File: src/rtl/cp0_pkg.sv
// Shared CP0 definitions: register numbers, ExcCodes, handler entry and SR/Cause field positions.
// Pure declarations, no logic.
package cp0_pkg;

  localparam logic [4:0]  CP0_REG_SR    = 5'd12;
  localparam logic [4:0]  CP0_REG_CAUSE = 5'd13;
  localparam logic [4:0]  CP0_REG_EPC   = 5'd14;
  localparam logic [4:0]  CP0_REG_PRID  = 5'd15;

  localparam logic [4:0]  EXC_INT  = 5'd0;
  localparam logic [4:0]  EXC_ADEL = 5'd4;
  localparam logic [4:0]  EXC_ADES = 5'd5;
  localparam logic [4:0]  EXC_RI   = 5'd10;
  localparam logic [4:0]  EXC_OV   = 5'd12;

  localparam logic [31:0] CP0_HANDLER_ADDR = 32'h0000_4180;
  localparam logic [31:0] CP0_PRID_DEFAULT = 32'h2020_0700;

  localparam int SR_IE_BIT    = 0;
  localparam int SR_EXL_BIT   = 1;
  localparam int SR_IM_LSB    = 10;
  localparam int CAUSE_EXC_LSB = 2;
  localparam int CAUSE_IP_LSB  = 10;
  localparam int CAUSE_BD_BIT  = 31;

endpackage

File: src/rtl/cp0_exc_arbiter.sv
// Decides whether an interrupt or internal exception is taken this cycle and picks its ExcCode.
// Purely combinational, zero latency; no handshake, EXL masks all requests.
module cp0_exc_arbiter
  import cp0_pkg::*;
(
  input  logic [5:0] i_hw_int,
  input  logic [5:0] i_sr_im,
  input  logic       i_sr_ie,
  input  logic       i_sr_exl,
  input  logic       i_exc_valid,
  input  logic [4:0] i_exc_code,
  output logic       o_int_req,
  output logic       o_exc_req,
  output logic       o_exc_taken,
  output logic [4:0] o_exc_code
);

  assign o_int_req   = (|(i_hw_int & i_sr_im)) & i_sr_ie & ~i_sr_exl;
  assign o_exc_req   = i_exc_valid & ~i_sr_exl;
  assign o_exc_taken = o_int_req | o_exc_req;
  // An interrupt outranks the internal exception of the instruction it interrupts.
  assign o_exc_code  = o_int_req ? EXC_INT : i_exc_code;

endmodule

File: src/rtl/cp0_unit.sv
// CP0 SR/Cause/EPC/PRId holder and exception responder beside M; exc_taken is same-cycle, state updates next edge.
// No backpressure. Optional CP0_EPC_FWD_EN forwards a same-cycle mtc0 EPC onto epc_out.
module cp0_unit
  import cp0_pkg::*;
#(
  parameter logic [31:0] PRID_VAL     = CP0_PRID_DEFAULT,
  parameter logic [31:0] HANDLER_ADDR = CP0_HANDLER_ADDR
) (
  input  logic        clk,
  input  logic        reset,
  input  logic [31:0] pc_m,
  input  logic        bd_m,
  input  logic        exc_valid,
  input  logic [4:0]  exc_code,
  input  logic [5:0]  hw_int,
  input  logic        cp0_we,
  input  logic [4:0]  cp0_addr,
  input  logic [31:0] cp0_wdata,
  input  logic        eret_m,
  output logic [31:0] cp0_rdata,
  output logic        exc_taken,
  output logic [31:0] epc_out
);

  logic [5:0]  r_sr_im;
  logic        r_sr_exl;
  logic        r_sr_ie;
  logic        r_cause_bd;
  logic [5:0]  r_cause_ip;
  logic [4:0]  r_cause_exc;
  logic [31:0] r_epc;

  logic        w_int_req;
  logic        w_exc_req;
  logic        w_exc_taken;
  logic [4:0]  w_exc_code;
  logic [31:0] w_exc_pc;
  logic        w_unused;

  cp0_exc_arbiter u_arb (
    .i_hw_int    (hw_int),
    .i_sr_im     (r_sr_im),
    .i_sr_ie     (r_sr_ie),
    .i_sr_exl    (r_sr_exl),
    .i_exc_valid (exc_valid),
    .i_exc_code  (exc_code),
    .o_int_req   (w_int_req),
    .o_exc_req   (w_exc_req),
    .o_exc_taken (w_exc_taken),
    .o_exc_code  (w_exc_code)
  );

  // A delay-slot instruction restarts at its branch so the branch is re-executed.
  assign w_exc_pc = bd_m ? (pc_m - 32'd4) : pc_m;

  always_ff @(posedge clk) begin
    if (reset) begin
      r_sr_im     <= '0;
      r_sr_exl    <= 1'b0;
      r_sr_ie     <= 1'b0;
      r_cause_bd  <= 1'b0;
      r_cause_ip  <= '0;
      r_cause_exc <= '0;
      r_epc       <= '0;
    end else begin
      r_cause_ip <= hw_int;
      if (w_exc_taken) begin
        r_sr_exl    <= 1'b1;
        r_cause_exc <= w_exc_code;
        r_cause_bd  <= bd_m;
        r_epc       <= {w_exc_pc[31:2], 2'b00};
      end else if (eret_m) begin
        r_sr_exl <= 1'b0;
      end else if (cp0_we) begin
        if (cp0_addr == CP0_REG_SR) begin
          r_sr_im  <= cp0_wdata[SR_IM_LSB +: 6];
          r_sr_exl <= cp0_wdata[SR_EXL_BIT];
          r_sr_ie  <= cp0_wdata[SR_IE_BIT];
        end else if (cp0_addr == CP0_REG_EPC) begin
          r_epc <= {cp0_wdata[31:2], 2'b00};
        end
      end
    end
  end

  always_comb begin
    cp0_rdata = '0;
    case (cp0_addr)
      CP0_REG_SR: begin
        cp0_rdata[SR_IM_LSB +: 6] = r_sr_im;
        cp0_rdata[SR_EXL_BIT]     = r_sr_exl;
        cp0_rdata[SR_IE_BIT]      = r_sr_ie;
      end
      CP0_REG_CAUSE: begin
        cp0_rdata[CAUSE_BD_BIT]          = r_cause_bd;
        cp0_rdata[CAUSE_IP_LSB +: 6]     = r_cause_ip;
        cp0_rdata[CAUSE_EXC_LSB +: 5]    = r_cause_exc;
      end
      CP0_REG_EPC:  cp0_rdata = r_epc;
      CP0_REG_PRID: cp0_rdata = PRID_VAL;
      default:      cp0_rdata = '0;
    endcase
  end

  assign exc_taken = w_exc_taken;

`ifdef CP0_EPC_FWD_EN
  assign epc_out = (cp0_we && (cp0_addr == CP0_REG_EPC) && !w_exc_taken)
                   ? {cp0_wdata[31:2], 2'b00} : r_epc;
`else
  assign epc_out = r_epc;
`endif

  assign w_unused = ^{cp0_wdata[1:0], HANDLER_ADDR, w_int_req, w_exc_req};

endmodule

File: config.mk
export PLATFORM = sky130hd
export DESIGN_NAME = cp0_unit
export DESIGN_NICKNAME = d
export VERILOG_FILES = /design/src/rtl/cp0_pkg.sv /design/src/rtl/cp0_exc_arbiter.sv /design/src/rtl/cp0_unit.sv
export SDC_FILE = /design/constraint.sdc
export NUM_CORES = 1
export LEC_CHECK = 0
export CAP_MARGIN = 20
export CORE_MARGIN = 2
export CORE_UTILIZATION = 60
export DETAILED_ROUTE_END_ITERATION = 12
export DONT_BUFFER_PORTS = 1
export PLACE_DENSITY = 0.76
export SLEW_MARGIN = 20
export SYNTH_ARGS = -nofsm -noshare
export SYNTH_HDL_FRONTEND = slang
export SYNTH_SLANG_ARGS = --single-unit
File: constraint.sdc
create_clock -name clk -period 4.8 [get_ports clk]
set_clock_uncertainty 0.15 [all_clocks]
set_input_delay 1.44 -clock clk [delete_from_list [all_inputs] [get_ports clk]]
set_output_delay 1.44 -clock clk [all_outputs]
set_load 0.02 [all_outputs]
==> reports/results.tsv <==
stage	metric	value	unit
sta	Worst Max-Slew Pin Slew	1.06	ns
sta	Tmin final	4.03	ns
placement	Port Buffer Count	0	
synthesis	sequential share of the synthesized area	0.310	
grt	GRT Util Overall	0.334	
cts	Clock transition at path regs	0.09	ns
synthesis	synthesized instance count	411	
die	die area	5990	um2
grt	initial antenna violation count	0	
detailed_routing	Routed WL	10200	um
die	starting density of the core	0.628	
power_and_ir_drop	PnR Total Power	0.000924	W
critical_path	endpoint type of the worst setup path	output port	
critical_path	CP max FO	13	
finish	Multi-input gate area	2080	um2
critical_path	Worst path max stage delay	0.51	ns
critical_path	critical path depth	3	
detailed_routing	first drt pass iteration count	5	
power_and_ir_drop	Power Density	268	nW/um2
critical_path	critical path class	in -> out	
cts	post-CTS setup buffers	0	
cts	total clock sinks	50	
critical_path	crit start category	primary input	
cts	Clock Latency Late Sink	0.30	ns
synthesis	dominant cell type by area after synthesis	dfxtp_1	
finish	FF+latch area	1000	um2
sta	RSZ-0062 raised after global routing	no	
finish	NumNets Final	487	
critical_path	last element of the critical path	cp0_rdata[31]	
cts	CTS Buffer Depth	2	
grt	vias in the first global route	3198	
synthesis	Adder-Cell Fraction of Synth Area	0.00387	
detailed_routing	via count	3417	
detailed_routing	routed length per instance	21.6	um
finish	area grow syn2layout	6.78	%
finish	ANT cells	0	
placement	placed inst area	3330	um2
placement	RD Place Congestion	0.979	
synthesis	Mapped Area	3230	um2
cts	CTS resizes	0	
synthesis	Post-synth ARST share	0	
synthesis	ys flop type	dfxtp_1	
detailed_routing	remaining antenna violation count	0	
critical_path	Worst Path Required	3.21	ns
critical_path	CP bufs+invs	1	
status	status	finished, final reports clean	
synthesis	complex-gate fraction of the synthesized area	0.294	
finish	commonest non-fill, non-tap cell in the layout	dfxtp_1	
power_and_ir_drop	Max VDD drop	0.205	mV
critical_path	r2r endpoint	epc_out[8]	
flow_run	maximum capacitance violations	0	
detailed_routing	DRT iter0 DRCs	247	
sta	Tcrit/Tclk final	0.841	
synthesis	library cells used by synthesis	51	
placement	HPWL after detailed placement	7370	um
die	die height	77.4	um
cts	CTS tree	built	
detailed_routing	drt via density	7.25	
die	core box area	5140	um2
placement	pre-CTS setup slack	0.783	ns
sta	Rel. slew slack	0.286	
critical_path	Slowest cell on crit path	nand3b_1	
critical_path	CP top delay family	simple AND/OR/NAND/NOR gates	
cts	CTS root buf	clkbuf_8	
cts	# hold bufs at CTS	0	
detailed_routing	final routed DRC violation total	0	
synthesis	Synth Register Bits	50	
synthesis	synthesis warning total	0	
synthesis	top area cells in the synthesized netlist	dfxtp_1 31%, a311oi_1 5.7%, nor2_1 4.5%	
synthesis	combinational family with the most area after synthesis	compound AO/OA/AOI/OAI gates	
sta	setup ws final	0.765	ns
synthesis	area share of and/or/nand/nor cells after synthesis	0.292	
critical_path	worst setup path startpoint	cp0_addr[4]	
finish	layout cells sized above 1	0.0998	
critical_path	reg2reg setup slack	2.59	ns
synthesis	top cell type's share of synthesized area	0.310	
grt	largest net degree at the start of global routing	51	
die	Ports	151	
critical_path	FF-to-FF path depth	6	
finish	final instance area	3450	um2
sta	Max Fclk	248	MHz
critical_path	Reg2Reg Launch Point	r_sr_im[4]	
synthesis	mux contribution to synthesized area	0.0221	
synthesis	xor and xnor area share after synthesis	0.0217	
sta	final number of setup-violating endpoints	0	
finish	most frequent cells in the layout	50 x dfxtp_1, 39 x nor2_1, 34 x nand2_1, 21 x a311oi_1	
sta	worst hold margin	0.324	ns
grt	first-pass GRT wire length	16000	um
synthesis	Syn Area/Cell	7.86	um2
sta	Fin Setup TNS	0	ns
finish	Fillers	481	
sta	Hold Vio Cnt, Final	0	
power_and_ir_drop	static leakage power	1.12	nW
grt	grt total ovfl	0	
die	row count	26	
critical_path	Critical Path AT	2.44	ns
cts	TritonCTS Buffers	5	
sta	Slew Viols, Final	0	
worst_hold_path	HP Class	reg -> reg	
die	Chip Width	77.4	um
cts	maximum level of the CTS H-tree	2	
synthesis	Post-synth EDFFs	0	
critical_path	CP Cell Sequence	nand3b_1 > nor2_1 > buf_4	
-- per-layer routing --
layer | global-route usage | part of all wire | vias up
li1 | - | - | 1573
met1 | 0.423 | 0.41 | 1596
met2 | 0.557 | 0.47 | 225
met3 | 0.0826 | 0.098 | 23
met4 | 0.113 | 0.024 | 0
met5 | 0 | 0 | -
-- cell usage after synthesis (4+ instances only) --
master / instances
o21ai_0: 8
or4_1: 12
mux2i_1: 6
a21oi_1: 20
a32oi_1: 5
or3_1: 5
dfxtp_1: 50
o31ai_1: 14
nand4_1: 8
buf_1: 4
nand3_1: 14
nand2_1: 34
a211oi_1: 12
xor2_1: 5
nor3_1: 11
nor2b_1: 10
clkbuf_1: 29
a22oi_1: 6
nor4_1: 8
o31a_1: 16
a311oi_1: 21
nor2_1: 39
and3_1: 18
a221oi_1: 6
-- worst min path at each step --
stage            endpoint       start  depth (start not counted)  slack (ns)
2_1_floorplan  r_cause_bd  r_cause_bd                          2        0.29
3_3_place_gp   r_cause_bd  r_cause_bd                          2        0.29
3_5_place_dp   r_cause_bd  r_cause_bd                          2        0.29
4_1_cts        r_cause_bd  r_cause_bd                          2        0.33
5_1_grt        r_cause_bd  r_cause_bd                          2        0.35
6_report       r_cause_bd  r_cause_bd                          2        0.32
-- cell families (layout without fill, tap and decap cells) --
family / Yosys count / after routing
DFF: 50 / 50
muxes: 7 / 7
buffers and inverters: 43 / 32
AOI/OAI and AO/OA: 126 / 126
adders and majority gates: 1 / 1
xor gates and xnor gates: 8 / 8
other: 1 / 2
and+or+nand+nor: 175 / 175
-- state kept, by name, indices dropped and copies added, names as in the netlist --
name         flops
r_cause_exc      5
r_sr_exl         1
r_sr_ie          1
r_cause_bd       1
r_cause_ip       6
r_sr_im          6
epc_out         30
-- tightest hold or removal path: cells and delay by family, from the launching register on --
kind               cells  cell delay, ns
DFF                    1            0.32
AOI/OAI and AO/OA      1            0.06
and+or+nand+nor        1            0.05
-- through the flow --
stage | utilization | instances
2_1_floorplan | - | 412
3_3_place_gp | 0.648 | 463
3_5_place_dp | 0.648 | 463
4_1_cts | 0.671 | 471
5_1_grt | 0.671 | 471
6_report | 0.671 | 471
-- power breakdown --
group | internal, W | switching (W) | total, W
Combinational | 0.0000530 | 0.0000713 | 0.000124
Sequential | 0.000440 | 0.0000457 | 0.000486
Clock | 0.000159 | 0.000155 | 0.000314
-- final cells by class --
class | count | share of cell area
clock inverter | 3 | 0.0142
clock buffer | 5 | 0.0200
tap | 70 | 0.0254
inverter | 4 | 0.00435
timing repair buffer | 20 | 0.0435
multi-input combinational | 319 | 0.602
sequential | 50 | 0.290
(Power assumes the default switching activity.)
